### src/rtl/mult_div_seq.sv
// mult_div_seq: iterative signed multiply/divide sequencer for the multi-cycle
// MIPS datapath. Operands are latched on start. The unit then runs WIDTH
// shift-add (mult) or restoring-divide (div) steps. A sign-fix cycle follows,
// and the unit strobes HI/LO.
// Optional build macro MULT_DIV_UNSIGNED_EN adds the is_unsigned port
// (multu/divu: no absolute values, no sign fix).
//
// Handshake: start/op/operands are sampled at an edge only when the FSM is in
// IDLE and busy is low. busy, done, div_zero, hi_wr and lo_wr are registered
// decodes of the state held during the previous cycle. done therefore appears
// one cycle after the FSM enters DONE/DZ. busy drops one cycle after the FSM
// returns to IDLE. Operands are don't-care once accepted.
module mult_div_seq #(
  parameter int WIDTH = 32,
  parameter int CNT_W = 6
) (
  input  logic             clock,
  input  logic             reset,
  input  logic             start,
  input  logic             op,
  input  logic [WIDTH-1:0] a_in,
  input  logic [WIDTH-1:0] b_in,
`ifdef MULT_DIV_UNSIGNED_EN
  input  logic             is_unsigned,
`endif
  output logic             busy,
  output logic             done,
  output logic             div_zero,
  output logic             hi_wr,
  output logic             lo_wr,
  output logic [WIDTH-1:0] hi_res,
  output logic [WIDTH-1:0] lo_res
);

  typedef enum logic [2:0] {
    S_IDLE = 3'd0,
    S_RUN  = 3'd1,
    S_FIX  = 3'd2,
    S_DONE = 3'd3,
    S_DZ   = 3'd4
  } state_t;

  state_t             state;
  logic [CNT_W-1:0]   cnt;
  logic               op_q;     // 0 = mult, 1 = div
  logic               sa_q;     // sign of a (0 in unsigned mode)
  logic               sb_q;     // sign of b (0 in unsigned mode)
  logic [WIDTH-1:0]   mcand;    // |a| for mult, |b| (divisor) for div
  logic [2*WIDTH-1:0] acc;      // mult: {upper, multiplier/lower}; div: {rem, quot}

  // Signedness of the incoming request.
  logic signed_req;
`ifdef MULT_DIV_UNSIGNED_EN
  assign signed_req = ~is_unsigned;
`else
  assign signed_req = 1'b1;
`endif

  // Operand sign and magnitude at accept time
  logic             a_neg, b_neg;
  logic [WIDTH-1:0] a_abs, b_abs;
  // One iteration of each algorithm, and the sign-fixed results
  logic [WIDTH:0]     mul_sum;
  logic [2*WIDTH-1:0] mul_next;
  logic [WIDTH:0]     rem_sh;
  logic [2*WIDTH-1:0] div_next;
  logic [2*WIDTH-1:0] prod_fix;
  logic [WIDTH-1:0]   quot_fix, rem_fix;

  // Datapath: operand conditioning, one loop step, and sign correction
  always_comb begin
    a_neg = a_in[WIDTH-1] & signed_req;
    b_neg = b_in[WIDTH-1] & signed_req;
    a_abs = a_neg ? (~a_in + 1'b1) : a_in;
    b_abs = b_neg ? (~b_in + 1'b1) : b_in;

    // Shift-add: conditionally add the multiplicand to the upper half,
    // then shift right with the carry entering the MSB.
    mul_sum  = {1'b0, acc[2*WIDTH-1:WIDTH]} + (acc[0] ? {1'b0, mcand} : '0);
    mul_next = {mul_sum, acc[WIDTH-1:1]};

    // Restoring step: the shifted remainder needs WIDTH+1 bits, because an
    // unsigned divisor can be as large as 2^WIDTH-1.
    rem_sh = {acc[2*WIDTH-1:WIDTH], acc[WIDTH-1]};
    if (rem_sh >= {1'b0, mcand}) begin
      div_next = {(rem_sh[WIDTH-1:0] - mcand), acc[WIDTH-2:0], 1'b1};
    end else begin
      div_next = {rem_sh[WIDTH-1:0], acc[WIDTH-2:0], 1'b0};
    end

    prod_fix = (sa_q ^ sb_q) ? (~acc + 1'b1) : acc;
    quot_fix = (sa_q ^ sb_q) ? (~acc[WIDTH-1:0] + 1'b1) : acc[WIDTH-1:0];
    rem_fix  = sa_q ? (~acc[2*WIDTH-1:WIDTH] + 1'b1) : acc[2*WIDTH-1:WIDTH];
  end

  // Sequencer FSM with registered status outputs and result registers
  always_ff @(posedge clock) begin
    if (reset) begin
      state    <= S_IDLE;
      cnt      <= '0;
      op_q     <= 1'b0;
      sa_q     <= 1'b0;
      sb_q     <= 1'b0;
      mcand    <= '0;
      acc      <= '0;
      busy     <= 1'b0;
      done     <= 1'b0;
      div_zero <= 1'b0;
      hi_wr    <= 1'b0;
      lo_wr    <= 1'b0;
      hi_res   <= '0;
      lo_res   <= '0;
    end else begin
      busy     <= (state != S_IDLE);
      done     <= (state == S_DONE) || (state == S_DZ);
      div_zero <= (state == S_DZ);
      hi_wr    <= (state == S_DONE);
      lo_wr    <= (state == S_DONE);
      case (state)
        S_IDLE: begin
          if (start && !busy) begin
            op_q <= op;
            sa_q <= a_neg;
            sb_q <= b_neg;
            cnt  <= CNT_W'(WIDTH);
            if (op) begin
              mcand <= b_abs;
              acc   <= {{WIDTH{1'b0}}, a_abs};
            end else begin
              mcand <= a_abs;
              acc   <= {{WIDTH{1'b0}}, b_abs};
            end
            state <= (op && (b_in == '0)) ? S_DZ : S_RUN;
          end
        end
        S_RUN: begin
          acc <= op_q ? div_next : mul_next;
          cnt <= cnt - 1'b1;
          if (cnt == CNT_W'(1)) state <= S_FIX;
        end
        S_FIX: begin
          if (op_q) begin
            hi_res <= rem_fix;
            lo_res <= quot_fix;
          end else begin
            hi_res <= prod_fix[2*WIDTH-1:WIDTH];
            lo_res <= prod_fix[WIDTH-1:0];
          end
          state <= S_DONE;
        end
        S_DONE:  state <= S_IDLE;
        S_DZ:    state <= S_IDLE;
        default: state <= S_IDLE;
      endcase
    end
  end

endmodule

### config.mk
export PLATFORM = sky130hd
export DESIGN_NAME = mult_div_seq
export DESIGN_NICKNAME = d
export VERILOG_FILES = /design/src/rtl/mult_div_seq.sv
export SDC_FILE = /design/constraint.sdc
export NUM_CORES = 1
export LEC_CHECK = 0
export ABC_AREA = 0
export BUFFER_PORTS_ARGS = -buffer_cell sky130_fd_sc_hd__clkbuf_2
export CAP_MARGIN = 0
export CORE_UTILIZATION = 50
export DETAILED_ROUTE_END_ITERATION = 7
export GPL_TIMING_DRIVEN = 0
export PLACE_DENSITY = 0.79
export SLEW_MARGIN = 20
export SYNTH_ARGS = -nofsm -noshare
export SYNTH_HDL_FRONTEND = slang
export SYNTH_SLANG_ARGS = --single-unit
### constraint.sdc
create_clock -name clock -period 2.9 [get_ports clock]
set_input_delay 0.435 -clock clock [delete_from_list [all_inputs] [get_ports clock]]
set_output_delay 0.435 -clock clock [all_outputs]
set_load 0.01 [all_outputs]
Yosys cells after proc, flatten, opt, wreduce, memory -nomap -nowiden
Cells that the tools add are included.
- output and inout port bits: 69
- word-level logic and storage cells: 66
- flip-flop bits (word level): 176
- reductions and logical operators: 11
- bitwise gates (word level): 6
- magnitude comparators: 1
- add/sub/neg operators: 8
- multiplexer cells: 20
- equal/unequal tests: 7
- operators with widths (cell ; count):
    two-way mux 32 bit ; 9
    two-way mux 64 bit ; 4
    adder 32 x 1 -> 32 bit (second input constant) ; 4
    NOT 32 bit ; 4
    case mux 64 bit (2 select lines) ; 1
    adder 64 x 1 -> 64 bit (second input constant) ; 1
    NOT 64 bit ; 1
    adder 32 x 32 -> 33 bit ; 1
    greater-or-equal comparator 33 x 32 -> 1 bit ; 1
    logical NOT 32 bit ; 1
    subtractor 32 bit ; 1
    case mux 6 bit (2 select lines) ; 1
    two-way mux 3 bit ; 3
    case mux 3 bit (3 select lines) ; 1
    == test 3 x 2 -> 1 bit (second input constant) ; 2
    == test 6 x 1 -> 1 bit (second input constant) ; 1
    two-way mux 6 bit ; 1
    AND reduction 2 bit ; 3
    subtractor 6 x 1 -> 6 bit (second input constant) ; 1
    != test 2 bit (second input constant) ; 2
    == test 3 x 1 -> 1 bit (second input constant) ; 1
    == test 3 bit (second input constant) ; 1
    logical NOT 3 bit ; 1
    nonzero test 3 bit ; 1
    5 further kinds ; 6

Logic depth before layout (Yosys ltp)
- word-level depth: 6
- depth in mapped cells: 15
- gate-level depth less buffers: 13

Least setup slack after synthesis
Ideal clock, no wire load.
- path type: register -> register
- start point: register acc[0]
- end point: register acc[55]
- period minus slack after synthesis: 3.173 ns
- buffers on the path: 1
- cell stages (with the launch flop): 15
- arrival time: 3.086 ns
- path slack: -0.273 ns
- setup time: 0.087 ns
- path through: dfxtp_1 > clkbuf_1 > and2_1 > ha_1 > inv_1 > fa_1 > nand2b_1 > a21oi_1 > o21ai_0 > a31o_2 > o21ai_0 > a21oi_1 > a21oi_1 > mux2_2 > o31ai_1
- longest elaborated chain between the ends: 4
- RTL lines (what ; line ; text):
    from (decl) ; 49 ; logic [2*WIDTH-1:0] acc;
    from (signal assigned) ; 128 ; acc <= {{WIDTH{1'b0}}, a_abs};
    from (signal assigned) ; 131 ; acc <= {{WIDTH{1'b0}}, b_abs};
    from (signal assigned) ; 137 ; acc <= op_q ? div_next : mul_next;
    two-way mux 32 bit ; 79 ; mul_sum = {1'b0, acc[2*WIDTH-1:WIDTH]} + (acc[0] ? {1'b0, mcand} : '0);
    adder 32 x 32 -> 33 bit ; 79 ;
    two-way mux 64 bit ; 137 ;
    case mux 64 bit (2 select lines) ; 119 ; case (state)
Every way passes these cells.
A chain may end at the register's enable or synchronous reset.

Worst setup path in the final report
- start point: register acc[0]
- end point: register acc[51]
Same word-level chain as after synthesis.

==> impl_metrics.json <==
{
  "area.growth.synth_to_final_pct": 25.6,
  "initial_core_util_pct": 51.5,
  "fin_crit_sh_pct": 108,
  "antenna_left": 0,
  "cp_slowest_cell": "dfxtp_4",
  "fin_util_pct": 64.8,
  "place_congestion": 1.00,
  "grtUsageMet3_pct": 7.60,
  "synth_top_cell_area_share_pct": 25.1,
  "diodes": 0,
  "p_leak_uw": 0.00674,
  "vdd_drop_max_v": 0.000443,
  "yosys.area.top_type": "dfxtp_1",
  "die_x_um": 170,
  "grt_first_pass_wirelength_mm": 81.4,
  "crit_path_frequent_cell": "o21ai_4",
  "start_kind": "flip-flop",
  "yosysUniqueCellTypes": 83,
  "gr-usage-met2_pct": 57.4,
  "cts_root_buf": "clkbuf_16",
  "drt_iter0_markers": 1778,
  "synth_ff_type": "dfxtp_1",
  "drt_first_pass_iters": 6,
  "synth_cells": 1882,
  "synth_seq_cells": 176,
  "nNetsFinal": 2241,
  "routedWlPerCell_um": 22.2,
  "drv_cap": 0,
  "ioPinCount": 137,
  "grt_overflow": 0,
  "drv_slew": 0,
  "routed_wl_mm": 55.1,
  "clock_skew_ps": 17.1,
  "vias": 15700,
  "grt_use_met1_pct": 49.2,
  "clock_path_buffers": 2,
  "clkTransAtPathRegs_ps": 80,
  "slew_headroom_pct": 23.0,
  "cts_buffers": 17,
  "syn-num-nets": 2022,
  "max_freq_mhz": 321,
  "violations": "negative setup slack",
  "drive_above_1_share_pct": 23.0,
  "final.min_clock_period_ps": 3120,
  "cts_tree": "done",
  "finalHoldViolations": 0,
  "rows": 60,
  "crit_chain": "clkinvlp_4, buf_8, nor2_4, ha_4, buf_6, o211ai_1, a21oi_4, o21ai_4, a31o_4, o21ai_4, buf_4, xor2_2, nor2_1, a211o_1, a21oi_2",
  "rsz0062_at_grt": "true",
  "grt_use_total_pct": 37.0,
  "grt_pass1_vias": 14500,
  "avgSynthCellArea_um2": 7.46,
  "netlist_area_mm2": 0.0140,
  "crit_arrival_ps": 3480,
  "synth_enable_flop_cells": 0,
  "hold_buffers": 0,
  "power_uw": 12800,
  "antenna_found_initial": 0,
  "fin_hold_ws_ps": 396,
  "final_common_cell": "nor2_1",
  "hold_path_class": "primary input to flip-flop",
  "cp_data_required_time_ps": 3270,
  "reg2reg_slack_ps": -220,
  "dpl.hpwl_mm": 40.7,
  "htreeDepth": 4,
  "synth.area.top_cells": "dfxtp_1, ha_1, nor2_1, a21oi_1, xnor2_1",
  "critPathTopFamily": "compound AO/OA/AOI/OAI gates",
  "clock_latency_ps": 450,
  "worstSetupEndpointType": "flip-flop",
  "port_buffers": 133,
  "timing.final.ws_setup_ps": -219,
  "max_stage_delay_ps": 390,
  "core_mm2": 0.0273,
  "yosysSeqAreaShare_pct": 25.1,
  "crit_type": "flip-flop to flip-flop",
  "path_max_fanout": 5,
  "grt_busiest_layer": "met2",
  "setup_viol": 15,
  "worstMarginPinSlew_ps": 1150,
  "status": "finished with violations",
  "p_per_area_mw_per_mm2": 728,
  "synth_warnings": 0,
  "drc": 0,
  "fp.dieH_um": 170,
  "cp_num_buf_inv": 4,
  "async_reset_ff_share_pct": 0,
  "via_per_inst": 6.30,
  "grt_max_degree": 22,
  "final_cell_mix": "nor2_1, nand2_1, dfxtp_1, a21oi_1, clkbuf_2",
  "clock_sink_count": 176,
  "die_area_mm2": 0.0288
}
kinds of logic (layout without fill, tap and decap cells):
logic type               count (synthesis)  in the layout  share of synthesized area, %
AO/OA/AOI/OAI                          600            600                          27.5
XOR/XNOR                               172            172                          10.7
adder cells (fa/ha/maj)                 72             72                          6.52
buffers and inverters                  188            420                          5.17
flip-flops                             176            176                          25.1
multiplexers                            69             69                          4.98
AND/OR/NAND/NOR                        605            605                          20.0
layout make-up:
type	count	area (um2)
buffer	109	474
clock buffer	17	425
clock inverter	15	204
fill	2385	9600
inverter	67	258
multi-input combinational	1518	11000
sequential	176	3590
tap	372	465
timing repair buffer	212	1280
metrics by stage:
stage | setup slack, ps | cell area (um2) | TNS (ps) | std cells
after floorplan | -75.0 | 14100 | -75.0 | 1882
after global placement | -1100 | 15200 | -40730 | 2387
after detailed placement | -1130 | 15200 | -42910 | 2388
after CTS | -101 | 16800 | -388 | 2454
after global routing | -232 | 17600 | -2910 | 2486
final | -219 | 17600 | -1240 | 2486
sequential cells by signal, summed over array words and instances (netlist names), 3 cells and up:
signal	flops
state	3
acc	64
cnt	6
hi_res	32
mcand	32
lo_res	32
path summary, 6_finish.rpt:
path / start / to / depth (start not counted)
worst min register to register: mcand[4] / mcand[4] / 2
worst max register to register: acc[0] / acc[51] / 15
worst min-delay path: b_in[30] / state[2] / 3
worst max-delay path: acc[0] / acc[51] / 15
power breakdown:
group,switching (uW),internal (uW)
Combinational,4210,2840
Clock,1260,1190
Sequential,488,2870
cell usage after synthesis, types with 13 or more instances:
cell / count
nand2_1: 178
and3_1: 14
xnor2_1: 95
nor2_1: 232
o31ai_1: 28
a31oi_1: 44
dfxtp_1: 176
inv_1: 67
nor3_1: 33
mux2i_1: 62
a21oi_1: 168
ha_1: 70
a21o_1: 26
a211oi_1: 68
nor4_1: 13
o21ai_0: 117
xor2_1: 77
nand3_1: 31
o211ai_1: 33
nand2b_1: 15
clkbuf_1: 107
tightest hold or removal path, stage by stage:
cell,delay [ps]
clkbuf_2,120
or4_1,130
nor3_1,90
routing by layer:
metal | wire length [um] | share of wire [%] | vias up
li1 | - | - | 7222
met1 | 22900 | 41 | 7370
met2 | 24400 | 44 | 885
met3 | 5480 | 9.9 | 174
met4 | 2330 | 4.2 | 0
met5 | 0 | 0 | -
timing repair:
item / in CTS / in global routing
buffers inserted: 42 / 37
endpoints found under the setup margin: 73 / 62
gates resized for setup: 178 / 130
pin swaps: 69 / 88
cloned: 1 / 0
No activity file was read; power rests on OpenSTA's default activity.
